`config.mk`:
```
export PLATFORM = sky130hd
export DESIGN_NAME = bram_burst_reader_flat
export DESIGN_NICKNAME = d
export VERILOG_FILES = /design/src/rtl/bram_burst_reader_if.sv /design/src/rtl/bram_burst_reader.sv /design/src/flat_wrapper.sv
export SDC_FILE = /design/constraint.sdc
export NUM_CORES = 1
export LEC_CHECK = 0
export CORE_MARGIN = 3
export CORE_UTILIZATION = 26
export CTS_CLUSTER_SIZE = 24
export DETAILED_ROUTE_END_ITERATION = 10
export PLACE_DENSITY = 0.87
export SLEW_MARGIN = 20
export SYNTH_ARGS = -nofsm -noshare
export SYNTH_HDL_FRONTEND = slang
export SYNTH_SLANG_ARGS = --single-unit
export TNS_END_PERCENT = 50
```
`constraint.sdc`:
```
create_clock -name clk -period 1.98 [get_ports clk]
set_clock_uncertainty 0.05 [all_clocks]
set_input_delay 0.396 -clock clk [delete_from_list [all_inputs] [get_ports clk]]
set_output_delay 0.396 -clock clk [all_outputs]
set_load 0.01 [all_outputs]
```
`src/rtl/bram_burst_reader_if.sv`:
```
// Valid/ready word stream with an end-of-burst marker, as emitted by bram_burst_reader.
interface bram_burst_reader_if #(
    parameter int DATA_WIDTH = 64
);
    logic [DATA_WIDTH-1:0] data;
    logic                  valid;
    logic                  ready;
    logic                  last;

    modport master (output data, output valid, output last, input ready);
    modport slave  (input data, input valid, input last, output ready);
endinterface

```
`src/rtl/bram_burst_reader.sv`:
```
// Streams len consecutive BRAM words from base_addr as a valid/ready burst.
// The BRAM output register is the only pipeline stage; out_ready freezes it under backpressure.
//
// state | meaning
// IDLE  | waiting for start; bram_out_ready held low
// RUN   | fetching and streaming words until the last beat is accepted
module bram_burst_reader #(
    parameter int DATA_WIDTH = 64,
    parameter int ADDR_WIDTH = 3
) (
    input  logic                  clk,
    input  logic                  rst_n,
    input  logic                  start,
    input  logic [ADDR_WIDTH-1:0] base_addr,
    input  logic [ADDR_WIDTH:0]   len,
    output logic                  busy,
    output logic                  done,
    output logic [ADDR_WIDTH-1:0] bram_raddr,
    output logic                  bram_out_ready,
    input  logic [DATA_WIDTH-1:0] bram_out,
    bram_burst_reader_if.master   m
);
    typedef enum logic {IDLE, RUN} state_t;

    localparam logic [ADDR_WIDTH:0]   REM_ONE  = (ADDR_WIDTH+1)'(1);
    localparam logic [ADDR_WIDTH-1:0] ADDR_ONE = ADDR_WIDTH'(1);

    state_t                state;
    logic [ADDR_WIDTH-1:0] addr;
    logic [ADDR_WIDTH:0]   rem;
    logic                  vld;
    logic                  lst;
    logic                  adv;

    // The BRAM output register only advances when the current word is free to be replaced.
    assign adv            = ~vld | m.ready;
    assign bram_out_ready = (state == RUN) & adv;
    assign bram_raddr     = addr;
    assign busy           = (state == RUN);
    assign m.data         = bram_out;
    assign m.valid        = vld;
    assign m.last         = lst;

    always_ff @(posedge clk) begin
        if (!rst_n) begin
            state <= IDLE;
            addr  <= '0;
            rem   <= '0;
            vld   <= 1'b0;
            lst   <= 1'b0;
            done  <= 1'b0;
        end else begin
            done <= 1'b0;
            case (state)
                IDLE: begin
                    vld <= 1'b0;
                    lst <= 1'b0;
                    if (start) begin
                        if (len == '0) begin
                            done <= 1'b1;
                        end else begin
                            state <= RUN;
                            addr  <= base_addr;
                            rem   <= len;
                        end
                    end
                end
                RUN: begin
                    if (adv) begin
                        if (rem != '0) begin
                            vld  <= 1'b1;
                            lst  <= (rem == REM_ONE);
                            addr <= addr + ADDR_ONE;
                            rem  <= rem - REM_ONE;
                        end else begin
                            vld <= 1'b0;
                            lst <= 1'b0;
                        end
                    end
                    if (vld && m.ready && lst) begin
                        state <= IDLE;
                        done  <= 1'b1;
                    end
                end
                default: state <= IDLE;
            endcase
        end
    end
endmodule
```
`src/flat_wrapper.sv`:
```
// flat-port wrapper written by rule: the top's interface ports become plain ports
module bram_burst_reader_flat 
#(
    parameter int DATA_WIDTH = 64,
    parameter int ADDR_WIDTH = 3
)
  (clk, rst_n, start, base_addr, len, busy, done, bram_raddr, bram_out_ready, bram_out, m_data, m_valid, m_last, m_ready);
  bram_burst_reader_if #(.DATA_WIDTH(DATA_WIDTH)) m_i ();
  input  logic clk;
  input  logic rst_n;
  input  logic start;
  input  logic [ADDR_WIDTH-1:0] base_addr;
  input  logic [ADDR_WIDTH:0] len;
  output logic busy;
  output logic done;
  output logic [ADDR_WIDTH-1:0] bram_raddr;
  output logic bram_out_ready;
  input  logic [DATA_WIDTH-1:0] bram_out;
  output wire logic [$bits(m_i.data)-1:0] m_data;
  output wire logic [$bits(m_i.valid)-1:0] m_valid;
  output wire logic [$bits(m_i.last)-1:0] m_last;
  input wire logic [$bits(m_i.ready)-1:0] m_ready;
  assign m_data = m_i.data;
  assign m_valid = m_i.valid;
  assign m_last = m_i.last;
  assign m_i.ready = m_ready;
  bram_burst_reader #(.DATA_WIDTH(DATA_WIDTH), .ADDR_WIDTH(ADDR_WIDTH)) u_core (.clk(clk), .rst_n(rst_n), .start(start), .base_addr(base_addr), .len(len), .busy(busy), .done(done), .bram_raddr(bram_raddr), .bram_out_ready(bram_out_ready), .bram_out(bram_out), .m(m_i));
endmodule
```
==> impl_metrics.yaml <==
yosys:
  synthAdderAreaFrac_pct: 3.257
  ys.flop_type: "dfxtp_1"
  synthCells: 142
  synth-seq-cells: 11
  synth-simple-area-share_pct: 15.42
  synth_compound_area_share_pct: 13.46
  synth_warnings: 0
  synth.area.top_cells: "buf_4 42%, dfxtp_1 19%, ha_1 3.3%, nor2b_1 3.3%, nand2_1 2.6%"
  seq_area_frac_synth_pct: 19.11
  postSynth.asyncResetShare_pct: 0
  synth_enable_flop_cells: 0
  synth_xor_area_share_pct: 0
  synth_top_family_by_area: "buffers and inverters"
  synthMuxAreaShare_pct: 2.714
  synth_top_area_share_pct: 41.69
  ys_types: 34
  syn_avg_cell_area_um2: 8.115
  yosys.area.top_type: "buf_4"
  synth_fp_nets: 220
  synth_area_mm2: 0.001152
finish:
  fill_cells: 461
  drive_gt1_share_pct: 15.69
  nets: 181
  area_growth_pct: -13.46
  stdcell_count: 152
  insertedDiodeCount: 0
routing:
  wl_per_cell_um: 12.58
  viasPerCell: 4.539
  drc: 0
  wl_mm: 1.912
  dr.pass1.iters: 4
  vias: 690
  drt-initial-drc-count: 70
  ant_nets: 0
placed_design:
  dp_hpwl_mm: 1.463
  portBuffers: 18
  dp.cells: 148
  gp_congestion: 0.7888
timing:
  tightest_slew_ps: 460.9
  relSlewSlack_pct: 69.18
  finalCritPeriodShare_pct: 94.84
  hold_viol: 0
  timing.fmax_mhz: 532.5
  rsz0062_at_grt: "no"
  period_needed_ps: 1878
  setup_viol: 0
  finalMaxSlewViolations: 0
setup_path:
  cp_top_family: "simple AND/OR/NAND/NOR gates"
  rrSetupSlack_ps: 100
  path_buf_inv: 2
  cp.required_ps: 2060
  path_class: "register to register"
  worstSetupStartpointType: "register"
  slowest_stage: "or3b_1"
  worstSetupPathDepth: 7
  crit_arrival_ps: 1960
  critPathCaptureType: "register"
  path_cells: "inv_1, ha_2, or3b_1, a32oi_4, buf_6, nand2_1, o311a_1"
  reg2reg_from: "u_core.rem[0]"
  r2r_cells: 7
  slowest_delay_ps: 400
  reg2reg_to: "u_core.rem[1]"
  path_max_fanout: 8
clocking:
  htreeDepth: 1
  cts_tree: "done"
  cts-root-buf: "clkbuf_8"
  clk-insertion-delay-late_ps: 240
  cts_made_buffers: 3
  cts_setup_buffers: 0
  clk_pin_slew_ps: 50
  cts_max_path_buffers: 2
  cts_sinks: 11
power:
  power_frac_comb_pct: 30.5
  p_seq_share_pct: 37.0
  switchingPower_uw: 210.2
  power_density_mw_per_mm2: 716.2
  power_leakage_uw: 0.0004049
  p_int_uw: 504.0
  p_clk_share_pct: 32.5
  switching_share_pct: 29.43
  finalPower_uw: 714.2
  ir_worst_vdd_uv: 177.4
min_path:
  holdPathStages: 2
  holdPathEnd: "u_core.bram_raddr[2]"
  min_from: "u_core.bram_raddr[2]"
  min_path_type: "register to register"
global_routing:
  grt_pass1_vias: 695
  grt_pass1_wl_mm: 3.125
  grt_max_degree: 19
  grt_use_total_pct: 7.747
  antenna_found_initial: 0
  overflow: 0
floorplanning:
  dieWidth_um: 72.58
  rows: 23
  coreArea_mm2: 0.004144
  ios: 147
  die-area_mm2: 0.005267
  die_height_um: 72.58
  start_util_pct: 27.81
flow_run:
  drv_cap: 0
run_status:
  status: "complete, no violations"
[layer usage]
layer / GRT usage [%] / vias up / wire (um)
met2: 11.32 / 24 / 800
met5: 0 / - / 0
met4: 8.402 / 0 / 95
met1: 7.667 / 322 / 754
met3: 3.581 / 20 / 262
li1: - / 324 / -
[placed cells by master (no fill, tap or decap), drive strengths merged, types with 2 or more instances in the layout]
master         netlist  layout
clkdlybuf4s50        0      14
dfxtp               11      11
nand2                8       8
inv                  7       7
nor2b                6       6
nor2                 6       6
buf                 66       6
o21ai                4       4
a21oi                4       4
clkbuf               2       4
dlymetal6s2s         0       3
ha                   3       3
or3b                 2       2
nand3b               2       2
o22ai                2       2
o311a                2       2
mux2i                2       2
[synthesized netlist by cell type, types with 2 or more instances]
cell and number:
nor2_1 6, ha_1 3, o22ai_1 2, nand3b_1 2, dfxtp_1 11, mux2i_1 2
nor2b_1 6, o311a_1 2, a21oi_1 3, o21ai_0 3, buf_4 64, inv_1 7
clkbuf_1 2, nand2_1 8, or3b_1 2
[worst min-delay path, stage by stage (launching register included)]
cell and delay [ps]:
dfxtp_1 310, nand2_1 60, o22ai_1 60
[cells by family (layout without fill, tap and decap cells)]
family / Yosys count / in the layout
AO/OA/AOI/OAI: 18 / 18
adder cells (fa/ha/maj): 3 / 3
AND/OR/NAND/NOR: 32 / 32
buffers and inverters: 75 / 35
multiplexers: 3 / 3
flip-flops: 11 / 11
[timing repair]
| action | 4_1_cts | 5_1_grt |
|---|---|---|
| endpoints found under the setup margin | 1 | 4 |
| resized for setup | 1 | 6 |
| hold buffers | 0 | 0 |
| pin swaps | 0 | 2 |
[area by class of cell]
| class | instances | area [um^2] | area share [%] |
|---|---|---|---|
| sequential | 11 | 220.2 | 22.08 |
| multi-input combinational | 56 | 404.1 | 40.53 |
| clock buffer | 4 | 45.04 | 4.517 |
| inverter | 7 | 26.28 | 2.635 |
| timing repair buffer | 24 | 239.0 | 23.96 |
| tap | 50 | 62.56 | 6.274 |
[power by group through the flow]
stage	combinational (uW)	sequential (uW)	clock [uW]
2_1_floorplan	265	270	0
4_1_cts	216	264	239
3_5_place_dp	217	269	0
6_report	218	264	232
3_3_place_gp	209	269	0
5_1_grt	245	268	249
[worst max-delay path by stage]
stage                              from                    to  slack (ps)
after floorplan           u_core.rem[0]         u_core.rem[0]         210
after global placement           len[0]  u_core.bram_raddr[1]        -160
after detailed placement         len[0]         u_core.rem[1]        -220
after CTS                        len[0]         u_core.rem[1]          40
after global routing      u_core.rem[0]         u_core.rem[1]           2
final                     u_core.rem[0]         u_core.rem[1]         100
[sequential cells by signal (all words and copies together) (netlist names)]
signal,flops
u_core.m.valid,1
u_core.rem,4
u_core.busy,1
u_core.bram_raddr,3
u_core.done,1
u_core.m.last,1
[stage by stage]
step	setup WS, ps	TNS [ps]	utilization (%)	hold slack (ps)	area (um^2)
after detailed placement	-223.0	-1483	22.58	436.5	935.9
after floorplan	210.3	0	-	412.8	1152
after global placement	-162.2	-1023	22.58	428.1	935.9
after global routing	2.485	0	24.06	482.3	997.2
after CTS	36.93	0	23.64	445.1	979.7
final	102.2	0	24.06	436.1	997.2
No activity file was read; power rests on OpenSTA's default activity.
